[config.mk]
export PLATFORM = sky130hd
export DESIGN_NAME = execute_muldiv_sequencer
export DESIGN_NICKNAME = d
export VERILOG_FILES = /design/src/rtl/execute_muldiv_sequencer.sv
export SDC_FILE = /design/constraint.sdc
export NUM_CORES = 1
export LEC_CHECK = 0
export BUFFER_PORTS_ARGS = -buffer_cell sky130_fd_sc_hd__clkbuf_2
export CELL_PAD_IN_SITES_DETAIL_PLACEMENT = 1
export CELL_PAD_IN_SITES_GLOBAL_PLACEMENT = 1
export CORE_AREA = 5 5 270 272
export CTS_CLUSTER_SIZE = 20
export DETAILED_ROUTE_END_ITERATION = 12
export DIE_AREA = 0 0 275 277
export MAX_ROUTING_LAYER = met4
export PLACE_DENSITY_LB_ADDON = 0.1
export SYNTH_ARGS = -nofsm -noshare
export SYNTH_HDL_FRONTEND = slang
export SYNTH_SLANG_ARGS = --single-unit
export TNS_END_PERCENT = 5
[constraint.sdc]
create_clock -name i_Clk -period 6.8 [get_ports i_Clk]
set_input_delay 1.02 -clock i_Clk [delete_from_list [all_inputs] [get_ports i_Clk]]
set_output_delay 1.02 -clock i_Clk [all_outputs]
set_load 0.005 [all_outputs]
[src/rtl/execute_muldiv_sequencer.sv]
// execute_muldiv_sequencer
//   Iterative unsigned multiply / divide unit that sits beside the ALU in the
//   execute stage. An M-type op is accepted from E, the pipeline is stalled
//   while the engine iterates one bit per cycle, and the result is presented
//   for exactly one DONE cycle (longer while the memory stage holds).
//
// Ports
//   i_Clk        clock, rising edge
//   i_Reset      asynchronous reset, active low
//   i_StartE     E-stage instruction is a mul/div op
//   i_MDOpE      00 MUL, 01 MULHU, 10 DIVU, 11 REMU
//   i_SrcAE      multiplicand / dividend (sampled only at accept)
//   i_SrcBE      multiplier / divisor    (sampled only at accept)
//   i_FlushE     E-stage flush; beats accept, iteration and hold
//   i_HoldM      downstream hold; keeps DONE and the result
//   o_StallMD    stall request for F/D/E
//   o_BusyMD     high in BUSY or DONE
//   o_DoneMD     result valid this cycle
//   o_MDResultE  result, meaningful only while o_DoneMD is high
module execute_muldiv_sequencer #(
    parameter int XLEN  = 32,
    parameter int CNT_W = 5
) (
    input  logic            i_Clk,
    input  logic            i_Reset,
    input  logic            i_StartE,
    input  logic [1:0]      i_MDOpE,
    input  logic [XLEN-1:0] i_SrcAE,
    input  logic [XLEN-1:0] i_SrcBE,
    input  logic            i_FlushE,
    input  logic            i_HoldM,
    output logic            o_StallMD,
    output logic            o_BusyMD,
    output logic            o_DoneMD,
    output logic [XLEN-1:0] o_MDResultE
);

    typedef enum logic [1:0] {
        IDLE = 2'd0,
        BUSY = 2'd1,
        DONE = 2'd2
    } state_t;

    state_t              state;
    logic [CNT_W-1:0]    cnt;
    logic [1:0]          op;
    // Multiply: 2*XLEN multiplicand shifted left each step.
    // Divide:   low half holds the dividend, shifting out MSB-first while
    //           quotient bits shift in from the bottom.
    logic [2*XLEN-1:0]   a_sh;
    logic [XLEN-1:0]     b_sh;      // multiplier (shifts right) / divisor (static)
    logic [2*XLEN-1:0]   acc;       // product accumulator
    logic [XLEN:0]       rem;       // partial remainder
    logic [XLEN-1:0]     result;

    logic                is_div;
    logic                accept;
    logic                last_iter;

    logic [2*XLEN-1:0]   acc_next;
    logic [2*XLEN-1:0]   a_mul_next;
    logic [XLEN-1:0]     b_mul_next;
    logic [XLEN+1:0]     shifted;
    logic [XLEN+1:0]     trial;
    logic                q_bit;
    logic [XLEN:0]       rem_next;
    logic [XLEN-1:0]     quo_next;
    logic [XLEN-1:0]     res_final;

    assign is_div    = op[1];
    assign accept    = (state == IDLE) && i_StartE && !i_FlushE;
    assign last_iter = (cnt == CNT_W'(XLEN-1));

    // Stall is combinational in the accept cycle so the instruction stays in E.
    // Gated by reset so a held-high start cannot stall the pipe during reset.
    assign o_StallMD   = i_Reset && (accept || (state == BUSY));
    assign o_BusyMD    = (state != IDLE);
    assign o_DoneMD    = (state == DONE) && !i_FlushE;
    assign o_MDResultE = result;

    // One iteration of both datapaths; the FSM commits only the one in use.
    always_comb begin
        acc_next   = acc + (b_sh[0] ? a_sh : '0);
        a_mul_next = {a_sh[2*XLEN-2:0], 1'b0};
        b_mul_next = {1'b0, b_sh[XLEN-1:1]};

        // Restoring step: bring down the next dividend bit, try a subtract,
        // keep it only if it did not go negative (top bit of the wider diff).
        shifted  = {rem, a_sh[XLEN-1]};
        trial    = shifted - {2'b00, b_sh};
        q_bit    = !trial[XLEN+1];
        rem_next = q_bit ? trial[XLEN:0] : shifted[XLEN:0];
        quo_next = {a_sh[XLEN-2:0], q_bit};

        case (op)
            2'b00:   res_final = acc_next[XLEN-1:0];
            2'b01:   res_final = acc_next[2*XLEN-1:XLEN];
            2'b10:   res_final = quo_next;
            default: res_final = rem_next[XLEN-1:0];
        endcase
    end

    always_ff @(posedge i_Clk or negedge i_Reset) begin
        if (!i_Reset) begin
            state  <= IDLE;
            cnt    <= '0;
            op     <= '0;
            a_sh   <= '0;
            b_sh   <= '0;
            acc    <= '0;
            rem    <= '0;
            result <= '0;
        end else begin
            case (state)
                IDLE: begin
                    if (accept) begin
                        op   <= i_MDOpE;
                        a_sh <= {{XLEN{1'b0}}, i_SrcAE};
                        b_sh <= i_SrcBE;
                        acc  <= '0;
                        rem  <= '0;
                        cnt  <= '0;
                        if (i_MDOpE[1] && (i_SrcBE == '0)) begin
                            // Divide by zero resolves without iterating.
                            result <= i_MDOpE[0] ? i_SrcAE : '1;
                            state  <= DONE;
                        end else begin
                            state  <= BUSY;
                        end
                    end
                end
                BUSY: begin
                    if (i_FlushE) begin
                        state <= IDLE;
                    end else begin
                        cnt <= cnt + 1'b1;
                        if (is_div) begin
                            rem              <= rem_next;
                            a_sh[XLEN-1:0]   <= quo_next;
                        end else begin
                            acc  <= acc_next;
                            a_sh <= a_mul_next;
                            b_sh <= b_mul_next;
                        end
                        if (last_iter) begin
                            result <= res_final;
                            state  <= DONE;
                        end
                    end
                end
                DONE: begin
                    if (i_FlushE || !i_HoldM)
                        state <= IDLE;
                end
                default: state <= IDLE;
            endcase
        end
    end

endmodule

; Word-level counts from Yosys, hierarchy flattened
; Cells that the tools add are included.
[classes]
add_sub_neg = 3
multipliers = 0
div_mod_pow = 0
magnitude_cmp = 0
n_eq_ne = 13
shifts = 0
muxes = 35
bitwise = 0
n_reduce_logical = 21
[ops]
columns = op, n
row1 = $mux 64, 6
row2 = $mux 32, 9
row3 = $pmux 64 s2, 2
row4 = $mux 33, 4
row5 = $pmux 32 s2, 2
row6 = $pmux 32 s3, 1
row7 = $pmux 33 s2, 1
row8 = $add 64x64->64, 1
row9 = $sub 34x32->34, 1
row10 = $logic_not 32->1, 1
row11 = $mux 2, 5
row12 = $mux 5, 2
row13 = $ne 2x2->1 const B, 5
row14 = $pmux 5 s2, 1
row15 = $reduce_and 4->1, 2
row16 = $pmux 2 s3, 1
row17 = $reduce_and 3->1, 2
row18 = $add 5x1->5 const B, 1
row19 = $eq 5x5->1 const B, 1
row20 = $logic_and 1x1->1, 5
row21 = $reduce_and 5->1, 1
row22 = $eq 2x1->1 const B, 2
row23 = $eq 2x2->1 const B, 2
row24 = $logic_not 2->1, 2
row25 = other kinds (7), 12
[word_totals]
regBits = 234
latch_bits = 0
ram_bits = 0
mem_bits_ro = 0
out_inout_bits = 35
wordCells = 81
mem_count = 0

; Longest topological paths before layout
; Gate-level depths: netlist (run 1).
[logic_depth]
word_depth = 6
ltp_mapped = 15
depth_no_buf = 14

; Worst setup path before layout (run 1)
; Ideal clock, no wire load.
[synth_path]
path_type = register to register
start = reg b_sh[0]
end = reg result[30] (netlist: o_MDResultE[30])
t_arrival_ps = 3298
setup_slack_ps = 3370
path_stages_with_launch = 15
cell_sequence = dfrtp_1 clkbuf_1 clkbuf_1 nand2_1 fa_1 nand2b_1 a21oi_1 nor2_1 o41ai_2 o31ai_2 o21ai_2 a21oi_1 o31a_1 xor2_1 o211ai_1
[synth_between]
elab_chain_len = 6
elab_cells_between_ends = 8
[synth_lines]
columns = element, line_no
row1 = start: declaration, 51  ; logic [XLEN-1:0] b_sh;
row2 = start signal: assignment, 119  ; b_sh <= i_SrcBE;
row3 = start signal: assignment, 143  ; b_sh <= b_mul_next;
row4 = $mux 64 / $sub 34x32->34 (equally long branches), "83, 90"
row5 = $add 64x64->64 / $mux 33 (equally long branches), "83, 92"
row6 = $pmux 32 s3 (*), 95  ; case (op)
row7 = $mux 32 (*), 145  ; if (last_iter) begin
row8 = $mux 32 (*), 133  ; if (i_FlushE) begin
row9 = $pmux 32 s2 (*), 114  ; case (state)
row10 = end signal: assignment, 125  ; result <= i_MDOpE[0] ? i_SrcAE : '1;
row11 = end signal: assignment, 146  ; result <= res_final;
row12 = end: declaration, 54  ; logic [XLEN-1:0] result;
; Every way passes the cells marked *; elsewhere a longest branch is shown, timed or not. The select of a mux whose other input is x is not followed.
; A chain may end at the register's enable or synchronous reset.

; Worst setup path after layout (run 1)
[layout_path]
start = reg b_sh[0]
end = reg result[14] (netlist: o_MDResultE[14])
; Same word-level chain as after synthesis.

==> results of run 1 <==
## critical path, stage by stage (launching register included)
cell and delay, ns:
dfrtp_2 0.88, and2_1 0.23, ha_1 0.19, inv_1 0.07
fa_1 0.39, nand2b_1 0.18, a21oi_1 0.30, nor2_1 0.13
o41ai_2 0.49, o31ai_2 0.21, o21ai_2 0.33, a21oi_1 0.26
xnor2_1 0.65, a22oi_1 0.23, o211ai_1 0.21
## where the power goes
group,leakage [nW],internal (mW),switching (mW),total [mW]
registers,3.06,1.84,0.545,2.39
clock network,0.571,1.17,0.748,1.92
logic,5.33,1.73,3.30,5.04
total,8.97,4.74,4.60,9.34
## layout by cell type (no fill, tap or decap), types with 58 or more instances in the layout
master / synthesis / routed
dfrtp_1: 234 / 232
nand2_1: 265 / 265
and2_1: 74 / 74
a21oi_1: 136 / 136
nor2_1: 160 / 158
o21ai_0: 144 / 144
clkbuf_2: 0 / 104
mux2i_1: 58 / 58
xnor2_1: 58 / 58
ha_1: 98 / 98
a22o_1: 88 / 88
inv_1: 69 / 69
## worst paths after layout
check | start | end | slack (ns) | cells after the start
min in group i_Clk | acc[40] | acc[40] | 0.49 | 2
max in group asynchronous | i_Reset | op[0] | 5.10 | 2
max | b_sh[0] | o_MDResultE[14] | 1.95 | 14
max reg2reg | b_sh[0] | o_MDResultE[14] | 1.95 | 14
min | i_Reset | acc[13] | 0.40 | 1
min reg2reg | acc[40] | acc[40] | 0.49 | 2
## flip-flops by register name (all words and copies together) (netlist names)
name,flops
a_sh,64
acc,64
rem,33
b_sh,32
o_MDResultE,32
cnt,5
op,2
state,2
## routing by layer
layer	part of all wire, %	routed length (um)	vias up
met1	48	38210	8284
met3	3.9	3050	76
met5	0	0	-
met4	1.9	1496	0
met2	46	36330	307
li1	-	-	7589
## cells by family after synthesis
logic type	Yosys count	synth area share, %
XOR/XNOR	93	4.796
AND/OR/NAND/NOR	666	17.79
multiplexers	69	4.072
flip-flops	234	33.85
adder cells (fa/ha/maj)	100	7.320
AO/OA/AOI/OAI	715	27.67
buffers and inverters	198	4.506
## area by class of cell
class | count | share of cell area [%]
clock buffer | 46 | 4.951
sequential | 234 | 29.38
clock inverter | 14 | 0.9099
timing repair buffer | 130 | 3.690
tap | 950 | 5.962
multi-input combinational | 1643 | 53.79
inverter | 70 | 1.318
## cells in the mapped netlist, drive strengths merged (6+ instances only)
library cell,number
a211oi,21
xor2,34
a21oi,140
inv,69
buf,20
nor4,10
nor3,28
o21a,15
a31oi,46
xnor2,59
and3,8
a22o,88
and2,75
o21bai,28
nand3,28
a221oi,11
o21ai,201
a21boi,9
nand2b,17
nand4,40
dfrtp,234
nor2b,12
nand2,265
a22oi,7
o221ai,6
nor2,160
o211ai,14
a211o,10
mux2i,58
mux2,11
ha,98
or3,7
a21o,46
o31ai,15
clkbuf,108
==> flow_metrics.env, run 1 <==
export IMPL_synth_top_area_cell="dfrtp_1"
export IMPL_finalHoldViolations=0
export IMPL_end_kind="flop"
export IMPL_cts_made_buffers=35
export IMPL_grt_overflow=0
export IMPL_grt_met2_usage_pct=32.96
export IMPL_fin_nets=2285
export IMPL_vias=16260
export IMPL_synth_seq_cells=234
export IMPL_critPathLaunchType="flop"
export IMPL_critPathRequiredTime_ns=7.26
export IMPL_drt_pass1_iterations=5
export IMPL_wirelength_um=79100
export IMPL_synth_distinct_cells=95
export IMPL_antenna_cells_inserted=0
export IMPL_placedCellCount=3027
export IMPL_syn_avg_cell_area_um2=8.336
export IMPL_detail_route_antenna_nets=0
export IMPL_finalSetupViolCount=0
export IMPL_netlist_instances=2075
export IMPL_syn_cell_area_mm2=0.01730
export IMPL_cts_sinks=234
export IMPL_syn_num_nets=2246
export IMPL_place_ws_ns=1.826
export IMPL_drv_cap=0
export IMPL_max_slew_margin_pct=11.20
export IMPL_syn2layout_area_growth_pct=15.26
export IMPL_fill_cells=8367
export IMPL_grtUsageMet1_pct=29.16
export IMPL_min_period_ns=4.855
export IMPL_antenna_found_initial=3
export IMPL_hold_ws_ns=0.3994
export IMPL_drcViolationCount=0
export IMPL_drive_above_1_share_pct=10.95
export IMPL_multi_input_comb_area_mm2=0.01072
export IMPL_fin_worst_skew_ns=0.02679
export IMPL_use_met3_pct=2.339
export IMPL_post_dp_cell_area_mm2=0.01877
export IMPL_path_class="reg2reg"
export IMPL_postSynth_asyncResetShare_pct=100.0
export IMPL_portBuffers=105
export IMPL_place_congestion=0.9180
export IMPL_fin_cells=3087
export IMPL_cts_path_max_buffers=3
export IMPL_grt_max_degree=137
export IMPL_vias_per_cell=5.266
export IMPL_cts_resized=0
export IMPL_post_dp_hpwl_um=60050
export IMPL_setup_slack_ns=1.945
export IMPL_synth_edf_count=0
export IMPL_critPathMaxFanout=41
export IMPL_core_mm2=0.07051
export IMPL_ys_flop_type="dfrtp_1"
export IMPL_initial_core_util_pct=24.53
export IMPL_drt_iter0_drc=980
export IMPL_cts_hold_buffers=0
export IMPL_wl_per_cell_um=25.62
export IMPL_yosysWarnings=0
export IMPL_chipWidth_um=275
export IMPL_grt_pass1_vias=17250
export IMPL_cts_tree="done"
export IMPL_clkTransAtPathRegs_ns=0.06
export IMPL_utilization_pct=28.28
export IMPL_htree_levels=2
export IMPL_synthTopCellsByArea="dfrtp_1, ha_1, nand2_1, a22o_1, o21ai_0"
export IMPL_grt_busiest_layer="met2"
export IMPL_rsz0062_at_grt="no"
export IMPL_irDropWorstVdd_uv=291.5
export IMPL_power_density_mw_per_mm2=468.6
export IMPL_grt_pass1_wl_um=118100
export IMPL_outcome="finished clean"
export IMPL_grt_total_usage_pct=20.88
export IMPL_worst_pin_slew_ns=1.329
export IMPL_final_max_slew_viol_count=0
export IMPL_pin_count=106
export IMPL_netlist_area_leader_share_pct=33.85
export IMPL_final_area_mm2=0.01994
export IMPL_clock_latency_ns=0.56
export IMPL_finalPower_mw=9.343
export IMPL_post_cts_setup_buffers=0
export IMPL_die_h_um=277
export IMPL_cp_data_arrival_time_ns=5.32
export IMPL_p_leak_nw=8.966
export IMPL_rows=98
export IMPL_tns_ns=0
export IMPL_root_buffer="clkbuf_16"
export IMPL_dieArea_mm2=0.07618
export IMPL_period_share_pct=71.39
export IMPL_fmax_mhz=206.0
export IMPL_hold_class="in2async"
export IMPL_area_sequential_mm2=0.005858
export IMPL_yosysSeqAreaShare_pct=33.85
(Power assumes the default switching activity.)
==> run 2, diff against run 1 <==
==> constraint.sdc (replaced) <==
create_clock -name i_Clk -period 4.2 [get_ports i_Clk]
set_input_delay 0.63 -clock i_Clk [delete_from_list [all_inputs] [get_ports i_Clk]]
set_output_delay 0.63 -clock i_Clk [all_outputs]
set_load 0.005 [all_outputs]
==> run 2 against run 1 <==
First-iteration DRC count is 3.7% lower. Final cell count is 2.4% higher. Critical endpoint is now o_MDResultE[21]. Via count is 2.1% higher. Hold slack worse by 0.37 ns. Die area stayed put.
==> flow_metrics.env, run 2 (synthesized netlist as in run 1, its figures left out) <==
export IMPL_cts_path_max_buffers=3
export IMPL_intPower_mw=7.908
export IMPL_grt_total_usage_pct=21.37
export IMPL_power_switching_mw=7.560
export IMPL_initial_core_util_pct=24.53
export IMPL_drive_above_1_share_pct=13.99
export IMPL_vias_per_cell=5.250
export IMPL_finalHoldViolations=0
export IMPL_p_seq_share_pct=24.0
export IMPL_critPathMaxFanout=19
export IMPL_dieArea_mm2=0.07618
export IMPL_post_dp_cell_area_mm2=0.01935
export IMPL_rsz0062_at_grt="yes"
export IMPL_pin_count=106
export IMPL_period_share_pct=95.03
export IMPL_fin_worst_skew_ns=0.01854
export IMPL_post_cts_setup_buffers=0
export IMPL_worst_pin_slew_ns=1.070
export IMPL_drt_iter0_drc=944
export IMPL_core_mm2=0.07051
export IMPL_cts_resized=5
export IMPL_min_period_ns=3.991
export IMPL_grt_max_degree=126
export IMPL_syn2layout_area_growth_pct=18.70
export IMPL_p_leak_nw=9.323
export IMPL_final_area_mm2=0.02053
export IMPL_cts_hold_buffers=0
export IMPL_startpoint="b_sh[0]"
export IMPL_antenna_found_initial=7
export IMPL_critPathLaunchType="flop"
export IMPL_power_density_mw_per_mm2=753.3
export IMPL_wirelength_um=80720
export IMPL_cts_made_buffers=34
export IMPL_finalPower_mw=15.47
export IMPL_final_common_cell="nand2_1"
export IMPL_die_h_um=277
export IMPL_root_buffer="clkbuf_16"
export IMPL_wl_per_cell_um=25.54
export IMPL_rows=98
export IMPL_detail_route_antenna_nets=0
export IMPL_hold_class="in2async"
export IMPL_swShare_pct=48.87
export IMPL_largestRegisters="a_sh: 64 flops, acc: 64 flops, rem: 33 flops"
export IMPL_chipWidth_um=275
export IMPL_critPathRequiredTime_ns=4.63
export IMPL_vias=16600
export IMPL_cts_tree="done"
export IMPL_clock_latency_ns=0.55
export IMPL_mostFrequentLayoutCells="nand2_1, dfrtp_1, nor2_1"
export IMPL_final_max_slew_viol_count=0
export IMPL_htree_levels=2
export IMPL_worstReg2RegStart="b_sh[0]"
export IMPL_p_clk_share_pct=19.2
export IMPL_worst_r2r_cell_count=14
export IMPL_irDropWorstVdd_uv=277.1
export IMPL_critPathCapture="o_MDResultE[21]"
export IMPL_reg2reg_slack_ns=0.21
export IMPL_clkTransAtPathRegs_ns=0.06
export IMPL_grt_overflow=0
export IMPL_drv_cap=0
export IMPL_finalSetupViolCount=0
export IMPL_outcome="finished clean"
export IMPL_max_slew_margin_pct=28.43
export IMPL_fin_nets=2357
export IMPL_r2r_end="o_MDResultE[21]"
export IMPL_fmax_mhz=250.5
export IMPL_portBuffers=105
export IMPL_cts_sinks=234
export IMPL_setup_slack_ns=0.2086
export IMPL_grt_pass1_wl_um=119900
export IMPL_grt_pass1_vias=17700
export IMPL_place_congestion=0.9073
export IMPL_end_kind="flop"
export IMPL_combPwrFrac_pct=56.8
export IMPL_post_dp_hpwl_um=61240
export IMPL_drcViolationCount=0
export IMPL_drt_pass1_iterations=5
export IMPL_place_ws_ns=-0.5839
export IMPL_path_class="reg2reg"
export IMPL_cp_data_arrival_time_ns=4.42
[run 2: cell types whose count changed in the layout (fill, tap and decap cells not counted), sizes merged]
| cell | change |
|---|---|
| diode | +2 |
| clkinvlp | -1 |
| clkinv | -4 |
| buf | +73 |
| bufinv | -2 |
| clkbuf | +6 |
[run 2: worst min-delay path by stage]
stage                       start         endpoint  slack (ns)  cells after the start
after floorplan           i_Reset          a_sh[0]        0.33                      0
after global placement    acc[40]          acc[40]        0.47                      2
after detailed placement  acc[57]          acc[57]        0.48                      2
after CTS                 i_Reset  o_MDResultE[12]        0.02                      1
after global routing      i_Reset  o_MDResultE[12]        0.05                      1
final                     i_Reset         a_sh[11]        0.03                      1
[run 2: worst max-delay path, stage by stage, from the launching register on]
cell and delay, ns:
dfrtp_2 0.43, buf_4 0.21, and2_1 0.18, ha_1 0.38, a21oi_1 0.27, o21ai_1 0.14
a221oi_1 0.49, o21ai_1 0.19, a31oi_4 0.30, o21ai_2 0.19, a21boi_1 0.27, buf_4 0.19
o21bai_2 0.14, o21ai_1 0.33, a211oi_1 0.13
[run 2: per-stage QoR]
step | setup TNS [ns] | hold WS (ns) | cells | utilization (%)
2_1_floorplan | 0 | 0.3344 | 2075 | -
3_3_place_gp | -11.22 | 0.4741 | 3100 | 27.45
3_5_place_dp | -10.17 | 0.4828 | 3100 | 27.45
4_1_cts | 0 | 0.02336 | 3159 | 29.06
5_1_grt | -0.04318 | 0.05138 | 3160 | 29.12
6_report | 0 | 0.02903 | 3161 | 29.12
[run 2: power groups by stage]
| stage | sequential, mW | combinational [mW] | clock [mW] |
|---|---|---|---|
| after global routing | 3.80 | 9.61 | 3.15 |
| after global placement | 3.75 | 8.73 | 0 |
| after floorplan | 3.43 | 5.49 | 0 |
| after detailed placement | 3.74 | 8.80 | 0 |
| final | 3.71 | 8.79 | 2.97 |
| after CTS | 3.72 | 8.85 | 3.07 |
[run 2: cell type report]
| cell class | count | area, um2 |
|---|---|---|
| antenna | 2 | 5.005 |
| clock buffer | 52 | 1010 |
| clock inverter | 7 | 93.84 |
| fill | 8308 | 49970 |
| inverter | 70 | 262.8 |
| multi-input combinational | 1643 | 10790 |
| sequential | 234 | 5858 |
| tap | 950 | 1189 |
| timing repair buffer | 203 | 1321 |
[run 2: layer usage]
layer	wire length, um	track usage (%)
met5	0	-
met2	35810	32.42
met1	38510	29.20
met3	4151	4.185
met4	2247	5.689
==> run 3, diff against run 2 <==
--- a/config.mk
+++ b/config.mk
@@ -5,13 +5,14 @@
 export SDC_FILE = /design/constraint.sdc
 export NUM_CORES = 1
 export LEC_CHECK = 0
+export ABC_AREA = 1
 export BUFFER_PORTS_ARGS = -buffer_cell sky130_fd_sc_hd__clkbuf_2
 export CELL_PAD_IN_SITES_DETAIL_PLACEMENT = 1
 export CELL_PAD_IN_SITES_GLOBAL_PLACEMENT = 1
-export CORE_AREA = 5 5 270 272
+export CORE_AREA = 5 5 293 295
 export CTS_CLUSTER_SIZE = 20
 export DETAILED_ROUTE_END_ITERATION = 12
-export DIE_AREA = 0 0 275 277
+export DIE_AREA = 0 0 298 300
 export MAX_ROUTING_LAYER = met4
 export PLACE_DENSITY_LB_ADDON = 0.1
 export SYNTH_ARGS = -nofsm -noshare
==> run 3 against run 2 <==
First-iteration DRC count rose by 27%. Sequential power is essentially flat. Clock power up 7.1%. Non-clock buffer count fell by 61. Largest power group unchanged. Setup slack better by 0.066 ns. Maximum frequency increased by 1.7%. Core utilization fell by 0.73 points. Die area increased by 17%. Critical endpoint is now o_MDResultE[3].
==> flow_metrics.env, run 3 <==
export IMPL_fin_worst_skew_ns=0.02050
export IMPL_fill_cells=10660
export IMPL_netlist_area_leader_share_pct=28.52
export IMPL_cts_resized=0
export IMPL_finalHoldViolations=0
export IMPL_fin_cells=4523
export IMPL_drt_iter0_drc=1199
export IMPL_netlist_top_cells_count="nand2_1, inv_1, dfrtp_1, nand3_1, a21oi_1"
export IMPL_met1Wirelength_um=48980
export IMPL_portBuffers=105
export IMPL_rows=106
export IMPL_drcViolationCount=0
export IMPL_path_cells="buf_12, nand2_1, inv_1, ha_1, nand2_1, nor2_1, inv_1, nor2_1, nand4_1, nand3_1, nand2_1, nand3b_1, nand3_1, a21oi_1, nand2_1, a21oi_1"
export IMPL_ys_flop_type="dfrtp_1"
export IMPL_path_class="reg2reg"
export IMPL_syn_avg_cell_area_um2=6.158
export IMPL_syn_cell_area_mm2=0.02053
export IMPL_netlist_instances=3334
export IMPL_finalPower_mw=17.13
export IMPL_place_ws_ns=0.1779
export IMPL_power_density_mw_per_mm2=727.9
export IMPL_area_sequential_mm2=0.005857
export IMPL_grt_pass1_vias=23060
export IMPL_post_dp_hpwl_um=83740
export IMPL_pin_count=106
export IMPL_critical_path_buf_inv_count=3
export IMPL_drt_pass1_iterations=5
export IMPL_initial_core_util_pct=24.77
export IMPL_clkTransAtPathRegs_ns=0.06
export IMPL_final_area_mm2=0.02354
export IMPL_max_stage_delay_ns=0.51
export IMPL_period_share_pct=93.47
export IMPL_wirelength_um=103400
export IMPL_grt_total_usage_pct=23.20
export IMPL_tns_ns=0
export IMPL_min_period_ns=3.926
export IMPL_cts_path_max_buffers=3
export IMPL_vias_per_cell=4.847
export IMPL_fin_nets=3585
export IMPL_irDropWorstVdd_uv=387.7
export IMPL_p_leak_nw=12.88
export IMPL_detail_route_antenna_nets=0
export IMPL_yosysWarnings=0
export IMPL_synth_top_area_cell="dfrtp_1"
export IMPL_clock_latency_ns=0.56
export IMPL_chipWidth_um=298
export IMPL_outcome="finished clean"
export IMPL_utilization_pct=28.39
export IMPL_largestRegisters="a_sh: 64 flops, acc: 64 flops, rem: 33 flops"
export IMPL_synth_seq_cells=234
export IMPL_cp_data_arrival_time_ns=4.41
export IMPL_antenna_found_initial=3
export IMPL_core_mm2=0.08289
export IMPL_synth_distinct_cells=45
export IMPL_grt_overflow=0
export IMPL_post_cts_setup_buffers=0
export IMPL_vias=21920
export IMPL_critPathRequiredTime_ns=4.69
export IMPL_worst_pin_slew_ns=1.112
export IMPL_drive_above_1_share_pct=8.285
export IMPL_max_slew_margin_pct=25.71
export IMPL_place_congestion=0.9384
export IMPL_cts_hold_buffers=0
export IMPL_dieArea_mm2=0.08940
export IMPL_synthMostInstantiatedCell="nand2_1"
export IMPL_grt_max_degree=122
export IMPL_cts_sinks=234
export IMPL_fmax_mhz=254.7
export IMPL_syn_num_nets=3505
export IMPL_drv_cap=0
export IMPL_highest_layer="met4"
export IMPL_multi_input_comb_area_mm2=0.01162
export IMPL_grt_pass1_wl_um=151700
export IMPL_critPathMaxFanout=24
export IMPL_final_max_slew_viol_count=0
export IMPL_met2_wirelength_um=47470
export IMPL_rsz0062_at_grt="no"
export IMPL_final_common_cell="nand2_1"
export IMPL_end_kind="flop"
export IMPL_placedCellCount=4457
export IMPL_wl_per_cell_um=22.85
export IMPL_syn2layout_area_growth_pct=14.63
export IMPL_finalSetupViolCount=0
export IMPL_cpMostUsedCell="nand2_1"
export IMPL_cts_tree="done"
export IMPL_slowest_stage="dfrtp_2"
export IMPL_hold_class="in2async"
export IMPL_die_h_um=300
export IMPL_critPathLaunchType="flop"
export IMPL_hold_ws_ns=0.04469
export IMPL_synth_edf_count=0
export IMPL_synthTopCellsByArea="dfrtp_1, nand2_1, inv_1, ha_1, nand3_1"
export IMPL_post_dp_cell_area_mm2=0.02233
export IMPL_postSynth_asyncResetShare_pct=100.0
export IMPL_yosysSeqAreaShare_pct=28.52
export IMPL_cts_made_buffers=35
export IMPL_setup_slack_ns=0.2742
export IMPL_met3WireLength_um=3454
export IMPL_htree_levels=2
export IMPL_root_buffer="clkbuf_16"
export IMPL_crit_family="simple AND/OR/NAND/NOR gates"
export IMPL_mostFrequentLayoutCells="nand2_1, inv_1, dfrtp_1"
## run 3: layout make-up
type / count / area share, %
multi-input combinational: 2301 / 49.35
inverter: 700 / 11.16
tap: 1080 / 5.741
antenna: 3 / 0.03190
sequential: 234 / 24.88
clock inverter: 9 / 0.4784
clock buffer: 54 / 4.625
timing repair buffer: 142 / 3.721
## run 3: power by group
part           internal, mW  switching [mW]
clock                  1.91            1.27
sequential             2.98           0.759
combinational          3.04            7.17
## run 3: logic make-up (layout without fill, tap and decap cells)
family	count (synthesis)	count (layout)	synth area share [%]
simple gates	1687	1687	34.56
buf+inv	799	905	15.00
compound gates	486	486	14.56
flops	234	234	28.52
fa+ha+maj	100	100	6.167
xor+xnor	28	28	1.194
other cells	0	3	0
## run 3: path summary, 6_finish.rpt
path | cells past startpoint | startpoint | slack [ns] | end
min in group i_Clk | 3 | i_SrcBE[31] | 0.32 | b_sh[31]
max in group asynchronous | 2 | i_Reset | 2.71 | acc[21]
max | 16 | b_sh[0] | 0.27 | o_MDResultE[3]
min reg2reg | 2 | a_sh[63] | 0.49 | a_sh[63]
min | 1 | i_Reset | 0.04 | b_sh[26]
max reg2reg | 16 | b_sh[0] | 0.27 | o_MDResultE[3]
## run 3: per-layer routing
metal  up-vias  GRT usage, %
met3       115         3.004
met4         0         7.000
met5         -             -
met1     10860         30.56
met2       358         37.44
li1      10590             -
